**config.mk**
```make
export PLATFORM = sky130hd
export DESIGN_NAME = alu_operand_driver
export DESIGN_NICKNAME = d
export VERILOG_FILES = /design/src/rtl/alu_pkg.sv /design/src/rtl/alu_operand_driver_operand_fifo.sv /design/src/rtl/alu_operand_driver.sv
export SDC_FILE = /design/constraint.sdc
export NUM_CORES = 1
export LEC_CHECK = 0
export CAP_MARGIN = 20
export CORE_MARGIN = 2
export CORE_UTILIZATION = 67
export DETAILED_ROUTE_END_ITERATION = 12
export DONT_BUFFER_PORTS = 1
export PLACE_DENSITY = 0.83
export SYNTH_ARGS = -nofsm -noshare
export SYNTH_HDL_FRONTEND = slang
export SYNTH_SLANG_ARGS = --single-unit
export TNS_END_PERCENT = 5
```
**constraint.sdc**
```tcl
create_clock -name clk -period 15.5 [get_ports clk]
set_clock_uncertainty 0.05 [all_clocks]
set_input_delay 0.775 -clock clk [delete_from_list [all_inputs] [get_ports clk]]
set_output_delay 0.775 -clock clk [all_outputs]
set_load 0.01 [all_outputs]
```
**src/rtl/alu_pkg.sv**
```systemverilog
// Shared definitions for the ALU operand-latch sending side.
// Holds the default operand width, the stage tag width, the FSM state
// encoding, the use-mask bit positions and a helper that picks the next
// serial send state from a mask.
package alu_pkg;

  localparam int DATA_W_DEF = 32;
  localparam int STAGE_W    = 3;

  localparam int MASK_A = 0;
  localparam int MASK_B = 1;
  localparam int MASK_P = 2;

  // ST_SEND is only reached in the parallel build.
  typedef enum logic [2:0] {
    ST_IDLE,
    ST_SEND_A,
    ST_SEND_B,
    ST_SEND_P,
    ST_ADVANCE,
    ST_SEND
  } state_t;

  // First send state whose mask bit is set, looking at bit positions
  // start..2 in order A, B, P. No remaining bit means ADVANCE.
  function automatic state_t first_send(input logic [2:0] mask,
                                        input logic [1:0] start);
    state_t nxt;
    nxt = ST_ADVANCE;
    if (start <= 2'd2 && mask[MASK_P]) nxt = ST_SEND_P;
    if (start <= 2'd1 && mask[MASK_B]) nxt = ST_SEND_B;
    if (start == 2'd0 && mask[MASK_A]) nxt = ST_SEND_A;
    return nxt;
  endfunction

endpackage

```
**src/rtl/alu_operand_driver_operand_fifo.sv**
```systemverilog
// operand_fifo: 2-entry synchronous FIFO with registered full/empty flags.
// Ports:
//   clk, reset        clock, synchronous active-high reset
//   push, wdata       write request (ignored while full) and payload
//   pop               read request (ignored while empty)
//   rdata             head entry, valid while empty is 0
//   full, empty       registered occupancy flags
// Storage is not reset; only pointers and flags are.
module operand_fifo #(
  parameter int WIDTH = 8
) (
  input  logic             clk,
  input  logic             reset,
  input  logic             push,
  input  logic             pop,
  input  logic [WIDTH-1:0] wdata,
  output logic [WIDTH-1:0] rdata,
  output logic             full,
  output logic             empty
);

  logic [WIDTH-1:0] mem [2];
  logic             wptr;
  logic             rptr;
  logic [1:0]       count;
  logic [1:0]       count_nxt;
  logic             push_ok;
  logic             pop_ok;

  assign push_ok = push & ~full;
  assign pop_ok  = pop & ~empty;
  assign rdata   = mem[rptr];

  always_comb begin
    count_nxt = count;
    if (push_ok && !pop_ok)      count_nxt = count + 2'd1;
    else if (pop_ok && !push_ok) count_nxt = count - 2'd1;
  end

  always_ff @(posedge clk) begin
    if (reset) begin
      wptr  <= 1'b0;
      rptr  <= 1'b0;
      count <= 2'd0;
      full  <= 1'b0;
      empty <= 1'b1;
    end else begin
      if (push_ok) wptr <= ~wptr;
      if (pop_ok)  rptr <= ~rptr;
      count <= count_nxt;
      full  <= (count_nxt == 2'd2);
      empty <= (count_nxt == 2'd0);
    end
  end

  always_ff @(posedge clk) begin
    if (push_ok) mem[wptr] <= wdata;
  end

endmodule

```
**src/rtl/alu_operand_driver.sv**
```systemverilog
// alu_operand_driver: sending end of the ALU operand-latch interface.
// Accepts operand bundles {a, b, pass, mask} over valid/ready into a
// 2-entry buffer, then strobes each masked operand onto the ALU readd_*
// buses with a one-cycle readin_* pulse, and advances the stage tag.
// Ports:
//   clk, reset                     clock, synchronous active-high reset
//   bundle_valid_i/bundle_ready_o  upstream handshake (ready registered)
//   op_a_i, op_b_i, op_pass_i      operands; use_mask_i selects which to send
//   readd_*_o, readin_*_o          ALU data buses and strobes
//   stage_o                        stage tag, 0..STAGE_MAX-1, wraps
//   busy_o                         buffer non-empty or FSM not idle
// Build option: define ALU_OPERAND_PARALLEL_EN to send all masked operands
// in one cycle (IDLE, SEND, ADVANCE) instead of one per cycle.
module alu_operand_driver
  import alu_pkg::*;
#(
  parameter int DATA_W    = DATA_W_DEF,
  parameter int STAGE_MAX = 4
) (
  input  logic              clk,
  input  logic              reset,
  input  logic              bundle_valid_i,
  output logic              bundle_ready_o,
  input  logic [DATA_W-1:0] op_a_i,
  input  logic [DATA_W-1:0] op_b_i,
  input  logic [DATA_W-1:0] op_pass_i,
  input  logic [2:0]        use_mask_i,
  output logic [DATA_W-1:0] readd_a_o,
  output logic [DATA_W-1:0] readd_b_o,
  output logic [DATA_W-1:0] readd_pass_o,
  output logic              readin_a_o,
  output logic              readin_b_o,
  output logic              readin_pass_o,
  output logic [2:0]        stage_o,
  output logic              busy_o
);

  localparam int PAY_W = 3 * DATA_W + 3;
  localparam logic [STAGE_W-1:0] STAGE_LAST = STAGE_W'(STAGE_MAX - 1);

  logic [PAY_W-1:0]  wdata;
  logic [PAY_W-1:0]  head;
  logic              full;
  logic              empty;
  logic              pop;
  logic [DATA_W-1:0] head_a;
  logic [DATA_W-1:0] head_b;
  logic [DATA_W-1:0] head_p;
  logic [2:0]        head_mask;
  logic [2:0]        mask_q;
  state_t            state;

  assign wdata     = {use_mask_i, op_pass_i, op_b_i, op_a_i};
  assign head_a    = head[0 +: DATA_W];
  assign head_b    = head[DATA_W +: DATA_W];
  assign head_p    = head[2*DATA_W +: DATA_W];
  assign head_mask = head[3*DATA_W +: 3];

  // Head leaves the buffer on the ADVANCE edge.
  assign pop            = (state == ST_ADVANCE);
  assign bundle_ready_o = ~full;
  assign busy_o         = ~empty | (state != ST_IDLE);

  operand_fifo #(
    .WIDTH (PAY_W)
  ) u_fifo (
    .clk   (clk),
    .reset (reset),
    .push  (bundle_valid_i),
    .pop   (pop),
    .wdata (wdata),
    .rdata (head),
    .full  (full),
    .empty (empty)
  );

  // Send FSM: strobes are registered, so each pulse is visible in the cycle
  // after the corresponding SEND state.
  always_ff @(posedge clk) begin
    if (reset) begin
      state         <= ST_IDLE;
      mask_q        <= 3'b000;
      readd_a_o     <= '0;
      readd_b_o     <= '0;
      readd_pass_o  <= '0;
      readin_a_o    <= 1'b0;
      readin_b_o    <= 1'b0;
      readin_pass_o <= 1'b0;
      stage_o       <= '0;
    end else begin
      readin_a_o    <= 1'b0;
      readin_b_o    <= 1'b0;
      readin_pass_o <= 1'b0;
      case (state)
        ST_IDLE: begin
          if (!empty) begin
            mask_q <= head_mask;
`ifdef ALU_OPERAND_PARALLEL_EN
            state  <= (head_mask != 3'b000) ? ST_SEND : ST_ADVANCE;
`else
            state  <= first_send(head_mask, 2'd0);
`endif
          end
        end
`ifdef ALU_OPERAND_PARALLEL_EN
        ST_SEND: begin
          if (mask_q[MASK_A]) begin
            readd_a_o  <= head_a;
            readin_a_o <= 1'b1;
          end
          if (mask_q[MASK_B]) begin
            readd_b_o  <= head_b;
            readin_b_o <= 1'b1;
          end
          if (mask_q[MASK_P]) begin
            readd_pass_o  <= head_p;
            readin_pass_o <= 1'b1;
          end
          state <= ST_ADVANCE;
        end
`else
        ST_SEND_A: begin
          readd_a_o  <= head_a;
          readin_a_o <= 1'b1;
          state      <= first_send(mask_q, 2'd1);
        end
        ST_SEND_B: begin
          readd_b_o  <= head_b;
          readin_b_o <= 1'b1;
          state      <= first_send(mask_q, 2'd2);
        end
        ST_SEND_P: begin
          readd_pass_o  <= head_p;
          readin_pass_o <= 1'b1;
          state         <= ST_ADVANCE;
        end
`endif
        ST_ADVANCE: begin
          stage_o <= (stage_o == STAGE_LAST) ? '0 : stage_o + STAGE_W'(1);
          state   <= ST_IDLE;
        end
        default: state <= ST_IDLE;
      endcase
    end
  end

endmodule

```
==> results of run 1 <==
layout make-up:
| class | count | area share |
|---|---|---|
| repair buffers | 7 | 0.005351 |
| well taps | 216 | 0.02223 |
| clock buffers | 39 | 0.06874 |
| flip-flops and latches | 312 | 0.6770 |
| multi-input cells | 368 | 0.2118 |
| inverters | 5 | 0.001544 |
| clock inverters | 17 | 0.01338 |
placed cells by master (no fill, tap or decap), drive strengths merged, types with 3 or more instances in the layout:
cell and count:
a211oi 98, a21oi 6, and2 3, and3 3, buf 7, bufinv 3, clkbuf 39, clkinv 14
dfxtp 114, edfxtp 198, inv 5, mux2i 98, nand2 8, nand2b 6, nand3 3, nor2 108
nor3 5, o21ai 8, xnor2 3
kinds of logic (layout without fill, tap and decap cells):
family                     count (synthesis)  after routing  synth area share
DFF                                      312            312            0.7452
buffers and inverters                     50             68           0.02335
adders and majority gates                  1              1          0.001133
xor gates and xnor gates                   3              3          0.002380
AOI/OAI and AO/OA                        120            120           0.07956
and+or+nand+nor                          146            146           0.05950
muxes                                     98             98           0.08885
state kept, by name, summed over array words and instances (netlist names), named ones only:
signal,flops
state,3
u_fifo.mem,198
mask_q,2
u_fifo.empty,1
u_fifo.count,2
readin_pass_o,1
readin_b_o,1
stage_o,3
readd_a_o,32
readin_a_o,1
u_fifo.wptr,1
readd_pass_o,32
u_fifo.rptr,1
readd_b_o,32
u_fifo.full,1
routing by layer:
metal / wire length, microns / vias up / global-route usage
met3: 2034 / 40 / 0.08381
li1: - / 2730 / -
met2: 10010 / 223 / 0.3817
met5: 0 / - / 0
met4: 590 / 0 / 0.07168
met1: 7316 / 2771 / 0.2618
worst register-to-register path: cells and delay by family, from the launching register on:
family,cells,cell delay [ps]
flops,1,800
compound gates,2,220
buf+inv,1,920
simple gates,2,680
metrics by stage:
| step | area, sq um | util |
|---|---|---|
| floorplan | 11040 | - |
| global placement | 11140 | 0.6963 |
| detailed placement | 11140 | 0.6963 |
| CTS | 12140 | 0.7587 |
| global route | 12160 | 0.7599 |
| finish | 12160 | 0.7599 |
power by group:
part	internal [W]	switching, W	total [W]
clock network	0.000429	0.000287	0.000715
logic	0.0000445	0.0000761	0.000121
registers	0.000960	0.0000501	0.00101
total	0.00143	0.000413	0.00185
final timing paths:
check / from / to / slack (ps) / depth (start not counted)
max: flip-flop / state[1]$_SDFFE_PP0P_ / 12740 / 5
min: reset / readd_a_o[2]$_SDFFE_PP0P_ / 260 / 1
max reg2reg: flip-flop / state[1]$_SDFFE_PP0P_ / 12740 / 5
min reg2reg: mask_q[2]$_SDFFE_PP0P_ / state[0]$_SDFFE_PP0P_ / 470 / 2
==> results.py, run 1 <==
metrics = {
    "critical_path": {
        "cp-start-kind": "flip-flop",
        "cpPeakStageDelay_ps": 920,
        "path_cells": "buf_4 > nor2b_1 > o21ai_0 > or3_1 > o21ai_0",
        "cp_max_fo": 64,
        "crit_top_cell": "o21ai_0",
        "setup.worst_path.end_class": "flip-flop",
        "crit_slowest_cell": "buf_4",
        "path_class": "reg -> reg",
        "required_ps": 15900,
        "path_buf_inv": 1,
        "crit_arrival_ps": 3160,
        "critical-path-top-delay-family": "buffers and inverters",
    },
    "min_path": {
        "hp-class": "in -> reg",
    },
    "detailed_routing": {
        "drc": 0,
        "wl_microns": 19950,
        "vias_per_cell": 5.979,
        "dr.pass1.iters": 4,
        "vias": 5764,
        "drtAntennaViolNets": 0,
        "dr.first_iter.drc_count": 328,
        "wire_per_inst_microns": 20.70,
    },
    "layout": {
        "multi_input_area_sq_um": 2575,
        "regArea_sq_um": 8232,
        "fin_cells": 964,
        "layout-drive-gt1-share": 0.08824,
        "syn2layout_area_growth_pct": 10.13,
        "fillers": 947,
        "num_antenna_cells": 0,
        "nets": 827,
    },
    "global_routing": {
        "overflow": 0,
        "grt_max_degree": 109,
        "grt_pass1_vias": 5792,
        "grt_pass1_wl_microns": 30740,
        "grt_usage": 0.2229,
        "antenna_found_initial": 0,
    },
    "synthesis": {
        "synthArstFlopShare": 0,
        "synth_area_leaders": "edfxtp_1, dfxtp_1, mux2i_1, a211oi_1, nor2_1",
        "synth_top_cell_by_area": "edfxtp_1",
        "syn_nets": 833,
        "netlist_instances": 730,
        "ys_ff_latch": 312,
        "synth_edf_count": 198,
        "yosys-top-cells-count": "edfxtp_1, dfxtp_1, nor2_1",
        "synth.distinct_cells": 41,
        "ys_warn_count": 0,
        "synth_area_sq_um": 11040,
        "syn_avg_cell_area_sq_um": 15.12,
        "synth-main-ff-cell": "edfxtp_1",
        "synth_top_cell_area_share": 0.5385,
        "ys_seq_area_frac": 0.7452,
        "synth_most_common_cell": "edfxtp_1",
    },
    "cts": {
        "htree_levels": 1,
        "clk_path_buf_depth": 3,
        "cts_tree": "built",
        "clock_latency_ps": 540,
        "clock_sinks": 312,
        "clockRootBuffer": "clkbuf_16",
        "ctsResizeCount": 0,
        "cts_setup_buffers": 0,
        "clkTransAtPathRegs_ps": 60,
        "hold_buffers": 0,
        "numCtsBuffers": 30,
    },
    "floorplanning": {
        "die_w_microns": 132.4,
        "start_util": 0.6900,
        "die_area_sq_um": 17520,
        "boundaryPins": 206,
        "die_h_microns": 132.4,
        "std_cell_rows": 46,
        "coreArea_sq_um": 16000,
    },
    "sta": {
        "slew_violations": 0,
        "relSlewSlack": 0.2934,
        "hold_viol_final": 0,
        "rsz0062_at_grt": "no",
        "layout_setup_ws_ps": 12740,
        "fmax_ghz": 0.3623,
        "finalCritPeriodShare": 0.1781,
        "final.min_clock_period_ps": 2760,
        "setup_viol": 0,
        "hold_ws_ps": 263.6,
        "fin_tns_setup_ps": 0,
        "tightest_slew_ps": 1060,
    },
    "placed_design": {
        "io_buffers": 0,
        "gp_congestion": 0.7186,
        "pre_cts_ws_ps": 12390,
        "placed_cells": 907,
        "hpwl_microns": 12450,
    },
    "power": {
        "p_leak_nw": 3.797,
        "power.total_w": 0.001846,
        "peakVddDrop_mv": 0.1057,
        "p_per_area_nw_per_um2": 151.8,
    },
    "run": {
        "cap_viol_max_count": 0,
    },
    "status": {
        "status": "complete, no violations",
    },
}
(Power assumes the default switching activity.)
==> inputs of run 2 (changes only) <==
- ABC_AREA: unset -> 1
- CORE_UTILIZATION: 67 -> 62
- PLACE_DENSITY: 0.83 -> 0.78
- clock period: 15.5 -> 2.65 ns (I/O delays scaled with it)
==> run 2 against run 1 <==
Compared with the run above:
- sequential share of layout area shrank 5.3 points
- design area grew 8.4%
- maximum frequency grew 54%
- sequential power grew to 5.9 times the previous value
- register-to-register slack lost 12000 ps
- die area grew 7.8%
- critical path type unchanged
- critical endpoint is now readd_a_o[4]$_SDFFE_PP0P_
- largest power group unchanged
==> results.py, run 2 <==
metrics = {
    "status": {
        "status": "complete, no violations",
    },
    "floorplanning": {
        "start_util": 0.6363,
        "coreArea_sq_um": 17360,
        "die_h_microns": 137.5,
        "die_area_sq_um": 18900,
        "boundaryPins": 206,
        "die_w_microns": 137.5,
        "std_cell_rows": 48,
    },
    "critical_path": {
        "r2r_start": "state[2]$_SDFFE_PP0P_",
        "crit_arrival_ps": 2200,
        "path_class": "reg -> reg",
        "setup.worst_path.end_class": "flip-flop",
        "cp-start-kind": "flip-flop",
        "cp_max_fo": 64,
        "required_ps": 3050,
        "startpoint": "state[2]$_SDFFE_PP0P_",
    },
    "min_path": {
        "hold_start": "bundle_valid_i",
        "hp-class": "in -> reg",
    },
    "sta": {
        "fmax_ghz": 0.5564,
        "layout_setup_ws_ps": 852.6,
        "rsz0062_at_grt": "no",
        "final.min_clock_period_ps": 1797,
        "finalCritPeriodShare": 0.6783,
        "setup_viol": 0,
        "slew_violations": 0,
        "relSlewSlack": 0.5689,
        "hold_viol_final": 0,
        "tightest_slew_ps": 646.6,
        "hold_ws_ps": 123.6,
    },
    "synthesis": {
        "syn_nets": 978,
        "synth_area_sq_um": 11040,
        "synth_area_leaders": "edfxtp_1, dfxtp_1, a21oi_1, mux2i_1, o21ai_0",
        "synth-main-ff-cell": "edfxtp_1",
        "synth_top_cell_area_share": 0.5383,
        "ys_seq_area_frac": 0.7450,
        "netlist_instances": 875,
        "synth_top_cell_by_area": "edfxtp_1",
        "synth_edf_count": 198,
        "syn_avg_cell_area_sq_um": 12.62,
        "ys_ff_latch": 312,
        "synth.distinct_cells": 27,
        "synthArstFlopShare": 0,
        "synth_most_common_cell": "edfxtp_1",
        "yosys-top-cells-count": "edfxtp_1, a21oi_1, dfxtp_1",
        "ys_warn_count": 0,
    },
    "detailed_routing": {
        "wire_per_inst_microns": 18.93,
        "dr.first_iter.drc_count": 464,
        "vias": 6865,
        "dr.pass1.iters": 6,
        "vias_per_cell": 5.618,
        "wl_microns": 23130,
        "drc": 0,
        "drtAntennaViolNets": 0,
    },
    "cts": {
        "clock_latency_ps": 540,
        "clkTransAtPathRegs_ps": 60,
        "cts_tree": "built",
        "numCtsBuffers": 31,
        "clk_path_buf_depth": 3,
        "clock_sinks": 312,
        "htree_levels": 1,
        "cts_setup_buffers": 0,
        "clockRootBuffer": "clkbuf_16",
    },
    "power": {
        "p_leak_nw": 4.945,
        "power_frac_clock": 0.373,
        "power.total_w": 0.01096,
        "power.switching_w": 0.002638,
        "peakVddDrop_mv": 0.8494,
        "switching_share": 0.2408,
        "p_per_area_nw_per_um2": 831.2,
        "power_frac_comb": 0.086,
        "seqPwrFrac": 0.541,
        "internal_power_w": 0.008319,
    },
    "placed_design": {
        "gp_congestion": 0.7879,
        "hpwl_microns": 13230,
        "dpl_cell_area_sq_um": 11220,
        "io_buffers": 0,
        "pre_cts_ws_ps": 930.4,
        "placed_cells": 1063,
    },
    "layout": {
        "largest_reg_flops": 198,
        "mostFrequentLayoutCell": "edfxtp_1",
        "layout-drive-gt1-share": 0.07035,
        "nets": 1074,
        "syn2layout_area_growth_pct": 19.36,
        "fin_cells": 1222,
        "layout_common_cells": "edfxtp_1, a21oi_1, dfxtp_1",
        "regMostFlops": "u_fifo.mem",
        "finalInstanceArea_sq_um": 13180,
    },
    "run": {
        "cap_viol_max_count": 0,
    },
    "global_routing": {
        "grt_pass1_wl_microns": 35110,
        "grt_usage": 0.2402,
        "grt_max_degree": 67,
        "antenna_found_initial": 1,
        "grt_pass1_vias": 7034,
        "overflow": 0,
    },
}
-- run 2: stage by stage --
step / util / TNS, ps
floorplan: - / -185230
finish: 0.7595 / 0
CTS: 0.7592 / 0
global placement: 0.6463 / 0
global route: 0.7594 / 0
detailed placement: 0.6463 / 0
-- run 2: cell families after synthesis --
kind of cell,synth area share
muxes,0.02900
and+or+nand+nor,0.04373
adders and majority gates,0.001133
AOI/OAI and AO/OA,0.1262
xor gates and xnor gates,0.0007932
buffers and inverters,0.05415
DFF,0.7450
-- run 2: final timing paths --
path,depth (start not counted),slack [ps],end
max reg2reg,6,850,readd_a_o[4]$_SDFFE_PP0P_
min,4,120,u_fifo.wptr$_SDFFE_PP0N_
min reg2reg,2,420,flip-flop
max,6,850,readd_a_o[4]$_SDFFE_PP0P_
-- run 2: critical path: stages (launching register included) --
cell     delay, ps
dfxtp_1        390
inv_2          110
nand3_1        170
inv_2           90
buf_4          470
o21ai_0        220
a21oi_1        190
-- run 2: final cells by class --
cell class	count	area, sq um
inverters	85	319.1
diodes	2	5.005
clock buffers	46	872.1
flip-flops and latches	312	8232
multi-input cells	428	2238
fillers	1040	4174
repair buffers	113	1149
clock inverters	11	86.33
well taps	225	281.5
-- run 2: power groups by stage --
stage / Sequential [W] / Combinational, W / Clock [W]
after global placement: 0.00601 / 0.000729 / 0
after floorplan: 0.00595 / 0.000627 / 0
final: 0.00593 / 0.000947 / 0.00408
after detailed placement: 0.00602 / 0.000780 / 0
after global routing: 0.00597 / 0.00106 / 0.00432
after CTS: 0.00593 / 0.000934 / 0.00411
-- run 2: metal layers --
| layer | global-route usage | routed length, microns | vias to the layer above |
|---|---|---|---|
| li1 | - | - | 3279 |
| met1 | 0.2795 | 8910 | 3276 |
| met2 | 0.4245 | 11820 | 260 |
| met3 | 0.07248 | 1753 | 50 |
| met4 | 0.08018 | 653 | 0 |
| met5 | 0 | 0 | - |
-- run 2: timing repair --
| action | 4_1_cts | 5_1_grt |
|---|---|---|
| resized for setup | 0 | 0 |
| hold buffers | 100 | 0 |
| endpoints found under the hold margin | 223 | 0 |
